File: config.mk
export PLATFORM = sky130hd
export DESIGN_NAME = scan_seq
export DESIGN_NICKNAME = d
export VERILOG_FILES = /design/src/rtl/scan_pkg.sv /design/src/rtl/mux_7.sv /design/src/rtl/scan_seq.sv
export SDC_FILE = /design/constraint.sdc
export NUM_CORES = 1
export LEC_CHECK = 0
export BUFFER_PORTS_ARGS = -buffer_cell sky130_fd_sc_hd__buf_4
export CORE_MARGIN = 4
export CORE_UTILIZATION = 25
export DETAILED_ROUTE_END_ITERATION = 6
export GPL_TIMING_DRIVEN = 0
export PLACE_DENSITY = 0.41
export SLEW_MARGIN = 10
export SYNTH_ARGS = -nofsm -noshare
export SYNTH_HDL_FRONTEND = slang
export SYNTH_SLANG_ARGS = --single-unit
File: constraint.sdc
create_clock -name clk -period 3.1 [get_ports clk]
set_input_delay 0.155 -clock clk [delete_from_list [all_inputs] [get_ports clk]]
set_output_delay 0.155 -clock clk [all_outputs]
set_load 0.01 [all_outputs]
File: src/rtl/scan_pkg.sv
// Shared types and constants for the channel scan sequencer.
// Imported by the sequencer top.
package scan_pkg;

  typedef enum logic {
    IDLE = 1'b0,
    SCAN = 1'b1
  } state_t;

  localparam int         NCH     = 7;
  localparam logic [2:0] LAST_CH = 3'd6;

endpackage

File: src/rtl/mux_7.sv
// 7:1 single-bit mux; selects outside 0..6 read as 0.
// Combinational leaf used by the scan sequencer.
module mux_7 (
  input  logic [6:0] d_i,
  input  logic [3:0] sel_i,
  output logic       y_o
);

  always_comb begin
    y_o = 1'b0;
    for (int i = 0; i < 7; i++) begin
      if (sel_i == 4'(i)) y_o = d_i[i];
    end
  end

endmodule

File: src/rtl/scan_seq.sv
// Sweeps 7 channels through mux_7, dwelling DWELL cycles on each,
// and publishes the captured sweep as a 7-bit word.
module scan_seq
  import scan_pkg::*;
#(
  parameter int DWELL = 2
) (
  input  logic       clk,
  input  logic       rst_n,
  input  logic       start,
  input  logic       cont,
  input  logic       abort,
  input  logic [6:0] a,
  output logic [2:0] sel,
  output logic       busy,
  output logic [6:0] word,
  output logic       done,
  output logic [7:0] sweep_cnt
);

  localparam logic [3:0] DWELL_M1 = 4'(DWELL - 1);

  state_t           state_q;
  logic [2:0]       sel_q;
  logic [3:0]       dwell_q;
  logic [NCH-1:0]   shadow_q;
  logic [NCH-1:0]   shadow_d;
  logic [NCH-1:0]   word_q;
  logic             busy_q;
  logic             done_q;
  logic [7:0]       cnt_q;
  logic             mux_y;
  logic             last_dwell;

  mux_7 u_mux (
    .d_i   (a),
    .sel_i ({1'b0, sel_q}),
    .y_o   (mux_y)
  );

  assign last_dwell = (dwell_q == DWELL_M1);

  always_comb begin
    shadow_d = shadow_q;
    for (int i = 0; i < NCH; i++) begin
      if (sel_q == 3'(i)) shadow_d[i] = mux_y;
    end
  end

  always_ff @(posedge clk or negedge rst_n) begin
    if (!rst_n) begin
      state_q  <= IDLE;
      sel_q    <= 3'd0;
      dwell_q  <= 4'd0;
      shadow_q <= '0;
      word_q   <= '0;
      busy_q   <= 1'b0;
      done_q   <= 1'b0;
      cnt_q    <= 8'd0;
    end else begin
      done_q <= 1'b0;
      unique case (state_q)
        IDLE: begin
          if (start && !abort) begin
            state_q  <= SCAN;
            busy_q   <= 1'b1;
            sel_q    <= 3'd0;
            dwell_q  <= 4'd0;
            shadow_q <= '0;
          end
        end
        SCAN: begin
          // abort wins even over the final sample
          if (abort) begin
            state_q  <= IDLE;
            busy_q   <= 1'b0;
            sel_q    <= 3'd0;
            dwell_q  <= 4'd0;
            shadow_q <= '0;
          end else if (last_dwell) begin
            dwell_q <= 4'd0;
            if (sel_q == LAST_CH) begin
              word_q   <= shadow_d;
              done_q   <= 1'b1;
              cnt_q    <= cnt_q + 8'd1;
              sel_q    <= 3'd0;
              shadow_q <= '0;
              if (!cont) begin
                state_q <= IDLE;
                busy_q  <= 1'b0;
              end
            end else begin
              shadow_q <= shadow_d;
              sel_q    <= sel_q + 3'd1;
            end
          end else begin
            dwell_q <= dwell_q + 4'd1;
          end
        end
        default: begin
          state_q <= IDLE;
          busy_q  <= 1'b0;
          sel_q   <= 3'd0;
        end
      endcase
    end
  end

  assign sel       = sel_q;
  assign busy      = busy_q;
  assign word      = word_q;
  assign done      = done_q;
  assign sweep_cnt = cnt_q;

endmodule

== Word level (Yosys, flattened, before mapping) ==
Cells that the tools add are included.

* Register bits: 32
* Bits in latches: 0
* RAM bits: 0
* Bits in read-only memories: 0
* Bits of input ports: 12
* Output and inout port bits: 20
* Logic and storage cells: 75
* Memories kept: 0

* Add/subtract/negate cells: 3
* $mul: 0
* Div/mod/pow operators: 0
* Magnitude comparators: 0
* Eq/ne operators: 11
* Shift operators: 0
* Muxes and demuxes: 44
* Bitwise operators: 2
* Reductions and logical operators: 7

{| class="wikitable"
|+ Operators with widths
! kind !! count
|-
| $mux W1 || 28
|-
| $mux W7 || 4
|-
| $pmux W7 S2 || 1
|-
| $mux W3 || 4
|-
| $mux W4 || 3
|-
| $eq A3 B3 Y1 const B || 3
|-
| $add A8 B1 Y8 const B || 1
|-
| $pmux W4 S2 || 1
|-
| $reduce_and A4 Y1 || 2
|-
| $eq A3 B2 Y1 const B || 2
|-
| $ne A3 B2 Y1 const B || 2
|-
| $pmux W3 S2 || 1
|-
| $add A4 B1 Y4 const B || 1
|-
| $eq A4 B1 Y1 const B || 1
|-
| $logic_not A4 Y1 || 1
|-
| $pmux W1 S2 || 2
|-
| $add A3 B1 Y3 const B || 1
|-
| $eq A3 B1 Y1 const B || 1
|-
| $logic_not A3 Y1 || 1
|-
| $ne A3 B3 Y1 const B || 1
|-
| $ne A2 B2 Y1 const B || 1
|-
| $not A1 Y1 || 2
|-
| $reduce_and A2 Y1 || 1
|-
| $logic_and A1 B1 Y1 || 1
|-
| $logic_not A1 Y1 || 1
|}

== Depth between registers and ports, before layout ==
Gate-level depths: netlist (run 1).

* Depth after elaboration: 13
* Depth in mapped cells: 8
* Gate-level depth less buffers: 6

== By module ==
A second synthesis (run 1) with hierarchy kept.

* Cells, all modules: 152
* Area total of the unflattened synthesis: 1557.7 um^2

{| class="wikitable"
|+ Modules (own cells, without submodules)
! module !! times used !! cells each !! area each (um^2) !! seq. area each (um^2)
|-
| scan_seq || 1 || 146 || 1498.9 || 775.7
|-
| mux_7 || 1 || 6 || 58.8 || 0.0
|}

== Least setup slack after synthesis (run 1) ==
OpenSTA, ideal clock, no wires.

* Path type: reg2reg
* Start point: register dwell_q[1]
* End point: register cnt_q[1], in the netlist sweep_cnt[1]
* Setup time: 0.125 ns
* Arrival time: 1.776 ns
* Data required time: 2.975 ns
* Setup slack: 1.199 ns
* Stages on the path, launching flop included: 8
* Path buffers: 2
* Clock period less this slack: 1.901 ns
* Cells stage by stage: dfrtp_1 inv_1 ha_1 or3b_1 buf_6 nor3_2 buf_2 mux2_2

* Word-level cells in the longest chain between the ends: 2

{| class="wikitable"
|+ Ends and longest elaborated chain
! what !! line !! text
|-
| start: declaration || scan_seq.sv:25 || <nowiki>logic [3:0] dwell_q;</nowiki>
|-
| start signal: assignment || scan_seq.sv:97 || <nowiki>dwell_q <= dwell_q + 4'd1;</nowiki>
|-
| $eq A4 B1 Y1 || scan_seq.sv:41 || <nowiki>assign last_dwell = (dwell_q == DWELL_M1);</nowiki>
|-
| $reduce_and A4 Y1 (no source line) || -- ||
|-
| end signal: assignment || scan_seq.sv:85 || <nowiki>cnt_q <= cnt_q + 8'd1;</nowiki>
|-
| end: declaration || scan_seq.sv:31 || <nowiki>logic [7:0] cnt_q;</nowiki>
|}

Every way passes these cells.
A chain may end at the register's enable or synchronous reset.

== Final worst setup path (run 1) ==
* Start point: register sel_q[2], in the netlist sel[2]
* End point: register shadow_q[0]

* Word-level cells in the longest chain between the ends: 13
* Elaborated cells between the ends (all ways): 20
* Those cells by class: 6 x eq/ne; 12 x mux; 2 x reduce/logical

{| class="wikitable"
|+ Ends and longest elaborated chain
! what !! line !! text
|-
| start: declaration || scan_seq.sv:24 || <nowiki>logic [2:0] sel_q;</nowiki>
|-
| start signal: assignment || scan_seq.sv:94 || <nowiki>sel_q <= sel_q + 3'd1;</nowiki>
|-
| $logic_not A4 Y1 || mux_7.sv:12 || <nowiki>if (sel_i == 4'(i)) y_o = d_i[i];</nowiki>
|-
| $mux W1 (7 in a row) || mux_7.sv:12 ||
|-
| $mux W1 || scan_seq.sv:46 || <nowiki>if (sel_q == 3'(i)) shadow_d[i] = mux_y;</nowiki>
|-
| $mux W7 * || scan_seq.sv:82 || <nowiki>if (sel_q == LAST_CH) begin</nowiki>
|-
| $mux W7 * || scan_seq.sv:80 || <nowiki>end else if (last_dwell) begin</nowiki>
|-
| $mux W7 * || scan_seq.sv:74 || <nowiki>if (abort) begin</nowiki>
|-
| $pmux W7 S2 * || scan_seq.sv:62 || <nowiki>unique case (state_q)</nowiki>
|-
| end signal: assignment || scan_seq.sv:93 || <nowiki>shadow_q <= shadow_d;</nowiki>
|-
| end: declaration || scan_seq.sv:26 || <nowiki>logic [NCH-1:0] shadow_q;</nowiki>
|}

Every way passes the cells marked *; elsewhere a longest branch is shown, timed or not. The select of a mux whose other input is x is not followed.

==> reports/qor.yml, run 1 <==
status:
  status: "completed"
final_layout:
  design_area_um2: 1990
  layout_cell_share_with_drive_strength_beyond_1_pct: 24.2
  final_nets: 213
  fin_cells: 273
  antennaDiodeCount: 0
  finish.utilization_pct: 33.2
  fillCellCount: 620
  area_growth_pct: 26.8
route:
  route.vias.total: 1286
  post-route-drc-count: 0
  dr.pass1.iters: 4
  detail_route.wl_per_cell_um: 14.1
  routed_via_count_divided_by_cell_count: 4.71
  drtAntennaViolNets: 0
  detail_route.wirelength_um: 3860
  drtIter0Drc: 33
clock_tree:
  clock_pin_slew_on_the_worst_setup_and_hold_paths_ps: 80
  clk_root_buffer_cell: "sky130_fd_sc_hd__clkbuf_8"
  worstSkewPairLatency_ps: 290
  cts-buffers-inserted: 5
  clock_tree_from_tritoncts: "yes"
  post_cts_buffers: 0
  cts_resized: 0
  buffers_from_clock_root_to_sink_at_most: 2
  tritoncts_num_sinks: 31
  htree_num_levels: 2
power:
  finalPower_w: 0.000824
  power_frac_clock_pct: 37.4
  intPower_w: 0.000606
  p_leak_nw: 0.924
  comb_power_share_pct: 11.3
  worst_supply_voltage_drop_on_vdd_v: 0.000133
  sequential_share_of_power_pct: 51.3
  total_switching_power_w: 0.000217
  switching_share_pct: 26.4
  p_per_cell_area_nw_per_um2: 414
critical_path:
  worst_setup_path_start_kind: "flop"
  cp-end-kind: "flop"
  worstPathRequired_ps: 3290
  crit_path_max_fanout: 10
  arrival_time_of_the_worst_setup_path_ps: 2350
  worstSetupPathType: "flop to flop"
grt:
  grt_max_degree: 32
  grt_overflow: 0
  global_route_wire_length_before_repair_um: 6820
  initial_antenna_violation_count: 0
  number_of_global_route_vias_before_repair: 1435
  grt_usage_pct: 11.4
synthesis:
  yosysTopAreaCellShare_pct: 49.4
  synth.largest_area_cell: "sky130_fd_sc_hd__dfrtp_1"
  syn_nets: 174
  average_cell_area_after_synthesis_um2: 9.94
  synth-seq-area-share_pct: 49.4
  mappedNetlistArea_um2: 1570
  synth_ff_type: "sky130_fd_sc_hd__dfrtp_1"
  synthesis.instances: 158
  number_of_register_bits_inferred_by_synthesis: 31
  synth_edf_count: 0
  yosysWarningCount: 0
  synth_cell_types: 44
  ys_top_cells_by_area: "sky130_fd_sc_hd__dfrtp_1 (49%), sky130_fd_sc_hd__o21ai_0 (5.1%), sky130_fd_sc_hd__xnor2_1 (3.3%)"
  synth-async-reset-ratio_pct: 100
timing:
  setup-violations-final: 0
  worstMarginPinSlew_ps: 456
  final_hold_viol_count: 0
  fin_skew_ps: 14.0
  totalNegativeSetupSlack_ps: 0
  timing.slew.headroom_pct: 69.6
  max_freq_mhz: 463
  timing.final.max_slew_violations: 0
  unrepaired_setup_endpoints_after_global_routing: "no"
  post_route_clock_period_utilization_pct: 69.7
  final_period_minus_worst_setup_slack_ps: 2160
die:
  dieArea_um2: 7610
  core_region_area_um2: 5990
  rows: 28
  die_h_um: 87.3
  dieWidth_um: 87.3
  top_level_ports: 32
  initial_utilization_pct: 26.2
placed_design:
  numPlacedInstances: 264
  detailed_place.area_um2: 1900
  port_buffers: 31
  gpl.final_weighted_congestion: 0.888
  detailedPlacementHpwl_um: 2860
hold_path:
  worst_min_path_class: "input port to flop"
flow_run:
  max_cap_violations: 0
==> power by group through the flow <==
stage                     Sequential [W]  Clock, W  Combinational [W]
after floorplan                 0.000429         0          0.0000510
final                           0.000422  0.000308          0.0000932
after global routing            0.000424  0.000333           0.000106
after detailed placement        0.000430         0          0.0000943
after global placement          0.000429         0          0.0000920
after CTS                       0.000422  0.000322          0.0000954
==> sequential cells by signal, indices dropped and copies added (netlist names) <==
signal,count
dwell_q,4
shadow_q,6
done,1
busy,1
state_q,1
sweep_cnt,8
word,7
sel,3
==> stage by stage <==
step	hold slack, ps	setup slack [ps]
finish	59.4	939
global placement	116	1010
CTS	46.6	953
floorplan	-141	1200
global route	64.2	730
detailed placement	128	986
==> repair_timing <==
item                                    in CTS  in global routing
hold endpoints to repair                    31                  0
hold buffers                                 1                  0
endpoints found under the setup margin       0                  0
==> final timing paths <==
check	slack (ps)	cells after the start	endpoint	from
worst max-delay path	940	7	shadow_q[0]$_DFFE_PN0P_	sel[2]$_DFFE_PN0P_
worst min-delay path	60	2	state_q$_DFF_PN0_	abort
worst max register to register	940	7	shadow_q[0]$_DFFE_PN0P_	sel[2]$_DFFE_PN0P_
worst min register to register	480	1	sweep_cnt[7]$_DFFE_PN0P_	sweep_cnt[7]$_DFFE_PN0P_
max in group asynchronous	2440	2	dwell_q[2]$_DFFE_PN0P_	rst_n
min in group asynchronous	350	2	shadow_q[1]$_DFFE_PN0P_	rst_n
==> cells in the mapped netlist, types with 2 or more instances <==
master / number
sky130_fd_sc_hd__nand3b_1: 2
sky130_fd_sc_hd__nand3_1: 4
sky130_fd_sc_hd__xor2_1: 2
sky130_fd_sc_hd__mux2i_1: 3
sky130_fd_sc_hd__nand4_1: 4
sky130_fd_sc_hd__or3_1: 2
sky130_fd_sc_hd__mux2_2: 3
sky130_fd_sc_hd__o32ai_1: 2
sky130_fd_sc_hd__a21oi_1: 3
sky130_fd_sc_hd__xnor2_1: 6
sky130_fd_sc_hd__nand2b_1: 2
sky130_fd_sc_hd__o2bb2ai_1: 2
sky130_fd_sc_hd__nor2_1: 9
sky130_fd_sc_hd__a2bb2oi_1: 3
sky130_fd_sc_hd__and2_1: 2
sky130_fd_sc_hd__inv_1: 10
sky130_fd_sc_hd__nor3_1: 3
sky130_fd_sc_hd__nor2b_1: 3
sky130_fd_sc_hd__o21ai_0: 16
sky130_fd_sc_hd__nand2_1: 13
sky130_fd_sc_hd__dfrtp_1: 31
sky130_fd_sc_hd__clkbuf_1: 5
sky130_fd_sc_hd__a22oi_1: 2
sky130_fd_sc_hd__and3_1: 2
sky130_fd_sc_hd__ha_1: 4
sky130_fd_sc_hd__buf_2: 2
==> layout make-up <==
cell class,instances,area [um2],area share (%)
well taps,75,93.8,4.71
clock buffers,5,68.8,3.46
flip-flops and latches,31,776,39.0
inverters,10,37.5,1.89
multi-input cells,108,712,35.8
repair buffers,32,243,12.2
clock inverters,3,15.0,0.754
plain buffers,9,45.0,2.26
==> metal layers <==
layer / part of all wire, % / vias up / wire length (um) / track usage (%)
li1: - / 636 / - / -
met1: 48 / 614 / 1840 / 14.3
met2: 45 / 31 / 1750 / 17.7
met3: 5.6 / 5 / 217 / 3.78
met4: 1.3 / 0 / 52 / 5.02
met5: 0 / - / 0 / 0
==> cell families after synthesis <==
group,count (synthesis),synth area share [%]
buffers and inverters,19,5.26
adder cells (fa/ha/maj),4,3.19
multiplexers,6,4.06
flip-flops,31,49.4
XOR/XNOR,8,4.46
AND/OR/NAND/NOR,54,18.8
AO/OA/AOI/OAI,36,14.8
==> critical path, cell delays in order (launching register included) <==
cell	delay (ps)
sky130_fd_sc_hd__dfrtp_1	370
sky130_fd_sc_hd__clkbuf_1	320
sky130_fd_sc_hd__inv_1	180
sky130_fd_sc_hd__ha_1	270
sky130_fd_sc_hd__inv_1	140
sky130_fd_sc_hd__a2bb2oi_1	290
sky130_fd_sc_hd__a22oi_1	190
sky130_fd_sc_hd__o32ai_1	300
==> cell usage in the layout, fill, tap and decap left out, drive strengths merged, types with 6 or more instances in the layout <==
cell	instances
buf	34
clkbuf	11
dfrtp	31
inv	10
nand2	13
nor2	9
o21ai	16
xnor2	6
No activity file was read; power rests on OpenSTA's default activity.
==> run 2: changes to the inputs <==
--- a/config.mk
+++ b/config.mk
@@ -5,12 +5,13 @@
 export SDC_FILE = /design/constraint.sdc
 export NUM_CORES = 1
 export LEC_CHECK = 0
+export ABC_AREA = 1
 export BUFFER_PORTS_ARGS = -buffer_cell sky130_fd_sc_hd__buf_4
 export CORE_MARGIN = 4
 export CORE_UTILIZATION = 25
 export DETAILED_ROUTE_END_ITERATION = 6
 export GPL_TIMING_DRIVEN = 0
-export PLACE_DENSITY = 0.41
+export PLACE_DENSITY = 0.42
 export SLEW_MARGIN = 10
 export SYNTH_ARGS = -nofsm -noshare
 export SYNTH_HDL_FRONTEND = slang
==> constraint.sdc (replaced) <==
create_clock -name clk -period 1.9 [get_ports clk]
set_input_delay 0.095 -clock clk [delete_from_list [all_inputs] [get_ports clk]]
set_output_delay 0.095 -clock clk [all_outputs]
set_load 0.01 [all_outputs]
==> run 2 against run 1 <==
  * Routed wire length down 9.1%
  * Worst setup slack lost 690 ps
  * Sequential share of layout area grew 0.13 points
  * Sequential power rose by 100%
==> reports/qor.yml, run 2 <==
critical_path:
  worst_setup_path_start_kind: "flop"
  worstPathRequired_ps: 2070
  cp-end-kind: "flop"
  arrival_time_of_the_worst_setup_path_ps: 1820
  crit_path_max_fanout: 10
  worstSetupPathType: "flop to flop"
route:
  drtIter0Drc: 42
  routed_via_count_divided_by_cell_count: 4.25
  route.vias.total: 1291
  detail_route.wl_per_cell_um: 11.5
  dr.pass1.iters: 4
  drtAntennaViolNets: 0
  post-route-drc-count: 0
  detail_route.wirelength_um: 3510
grt:
  grt_usage_pct: 10.1
  initial_antenna_violation_count: 0
  number_of_global_route_vias_before_repair: 1261
  grt_max_degree: 33
  grt_overflow: 0
  global_route_wire_length_before_repair_um: 5930
final_layout:
  final_nets: 244
  layout.cells.most_common_list: "sky130_fd_sc_hd__nand2_1 (47), sky130_fd_sc_hd__buf_4 (34), sky130_fd_sc_hd__dfrtp_1 (32)"
  layout.cells.most_common: "sky130_fd_sc_hd__nand2_1"
  antennaDiodeCount: 0
  area_growth_pct: 29.3
  largest_register_ffs: 8
  layout_cell_share_with_drive_strength_beyond_1_pct: 24.9
power:
  worst_supply_voltage_drop_on_vdd_v: 0.000615
  p_per_cell_area_nw_per_um2: 1010
  p_leak_nw: 1.09
synthesis:
  synth_ff_type: "sky130_fd_sc_hd__dfrtp_1"
  syn_nets: 202
  synth.largest_area_cell: "sky130_fd_sc_hd__dfrtp_1"
  synth-seq-area-share_pct: 50.6
  synth_common_cells: "sky130_fd_sc_hd__nand2_1 (48), sky130_fd_sc_hd__dfrtp_1 (32), sky130_fd_sc_hd__inv_1 (24)"
  ys_top_cells_by_area: "sky130_fd_sc_hd__dfrtp_1 (51%), sky130_fd_sc_hd__nand2_1 (11%), sky130_fd_sc_hd__inv_1 (5.7%)"
  average_cell_area_after_synthesis_um2: 8.52
  synth-async-reset-ratio_pct: 100
  mappedNetlistArea_um2: 1580
  synth_cell_types: 27
  yosysTopAreaCellShare_pct: 50.6
  synth_edf_count: 0
  yosysWarningCount: 0
  number_of_register_bits_inferred_by_synthesis: 32
  synthesis.instances: 186
  post-synth-top-count-cell: "sky130_fd_sc_hd__nand2_1"
timing:
  unrepaired_setup_endpoints_after_global_routing: "no"
  timing.final.max_slew_violations: 0
  max_freq_mhz: 606
  timing.slew.headroom_pct: 66.4
  final_hold_viol_count: 0
  post-route-worst-setup-slack_ps: 250
  fin_skew_ps: 2.51
  totalNegativeSetupSlack_ps: 0
  post_route_clock_period_utilization_pct: 86.8
  worstMarginPinSlew_ps: 500
  final_period_minus_worst_setup_slack_ps: 1650
  setup-violations-final: 0
die:
  die_h_um: 87.6
  top_level_ports: 32
  core_region_area_um2: 6030
  dieWidth_um: 87.6
  initial_utilization_pct: 26.3
  dieArea_um2: 7670
  rows: 28
clock_tree:
  buffers_from_clock_root_to_sink_at_most: 2
  clock_pin_slew_on_the_worst_setup_and_hold_paths_ps: 60
  cts-buffers-inserted: 5
  clock_tree_from_tritoncts: "yes"
  worstSkewPairLatency_ps: 280
  htree_num_levels: 2
  clk_root_buffer_cell: "sky130_fd_sc_hd__clkbuf_8"
  tritoncts_num_sinks: 32
placed_design:
  dp_worst_setup_slack_ps: 85.7
  port_buffers: 31
  detailedPlacementHpwl_um: 2640
  gpl.final_weighted_congestion: 0.764
flow_run:
  max_cap_violations: 0
status:
  status: "completed"
hold_path:
  worst_min_path_class: "input port to flop"
-- run 2: final timing paths --
| kind | startpoint | endpoint | slack (ps) | cells after the start |
|---|---|---|---|---|
| setup / recovery | dwell_q[1]$_DFFE_PN0P_ | sweep_cnt[6]$_DFFE_PN0P_ | 250 | 9 |
| hold / removal | cont | state_q$_DFF_PN0_ | 60 | 3 |
| setup reg to reg | dwell_q[1]$_DFFE_PN0P_ | sweep_cnt[6]$_DFFE_PN0P_ | 250 | 9 |
| hold reg to reg | sweep_cnt[7]$_DFFE_PN0P_ | sweep_cnt[7]$_DFFE_PN0P_ | 470 | 1 |
| max in group asynchronous | rst_n | sel[2]$_DFFE_PN0P_ | 1310 | 2 |
| min in group asynchronous | rst_n | sweep_cnt[5]$_DFFE_PN0P_ | 290 | 2 |
-- run 2: layout make-up --
cell class                      instances  area, um2
Clock buffer                            8       90.1
Fill cell                             660       3980
Inverter                               28        108
Multi-Input combinational cell        126        691
Sequential cell                        32        801
Tap cell                               75       93.8
Timing Repair Buffer                   35        265
-- run 2: report_power, final --
part           switching, W  internal (W)  total (W)
clock network      0.000238      0.000295   0.000534
logic              0.000432      0.000244   0.000675
registers         0.0000879      0.000771   0.000859
total              0.000758       0.00131    0.00207
-- run 2: what timing repair did --
item | CTS | global route
gates resized for setup | 0 | 4
setup endpoints to repair | 0 | 13
hold buffers | 1 | 0
endpoints found under the hold margin | 32 | 0
setup buffers | 0 | 3
-- run 2: stage by stage --
stage | std cells | utilization [%] | total power, W | instance area (um2) | hold slack [ps]
after global placement | 292 | 31.7 | 0.00154 | 1910 | 67.1
final | 304 | 34.0 | 0.00207 | 2050 | 55.6
after detailed placement | 292 | 31.7 | 0.00153 | 1910 | 72.0
after floorplan | 186 | - | 0.00132 | 1580 | -201
after CTS | 301 | 33.4 | 0.00209 | 2010 | 46.4
after global routing | 304 | 34.0 | 0.00228 | 2050 | 101
-- run 2: worst max-delay path, cell delays in order (launching register included) --
cell	delay (ps)
sky130_fd_sc_hd__dfrtp_1	410
sky130_fd_sc_hd__inv_1	60
sky130_fd_sc_hd__ha_1	130
sky130_fd_sc_hd__nand3_1	170
sky130_fd_sc_hd__nor3_4	190
sky130_fd_sc_hd__buf_4	180
sky130_fd_sc_hd__inv_4	70
sky130_fd_sc_hd__nor2_4	90
sky130_fd_sc_hd__nand3_1	80
sky130_fd_sc_hd__xor2_1	150
-- run 2: cell families (layout without fill, tap and decap cells) --
kind of cell | after synthesis | in the layout | share of synthesized area (%)
buffers and inverters | 28 | 71 | 6.79
AO/OA/AOI/OAI | 22 | 22 | 7.50
adder cells (fa/ha/maj) | 4 | 4 | 3.16
flip-flops | 32 | 32 | 50.6
AND/OR/NAND/NOR | 93 | 93 | 28.1
XOR/XNOR | 7 | 7 | 3.87
-- run 2: layer usage --
metal  wire, um  track usage (%)  share of wire, %  up-vias
li1           -                -                 -      684
met1       1690             13.3                48      574
met2       1610             15.6                46       26
met3        167             3.20               4.8        7
met4         41             3.35               1.2        0
met5          0                0                 0        -
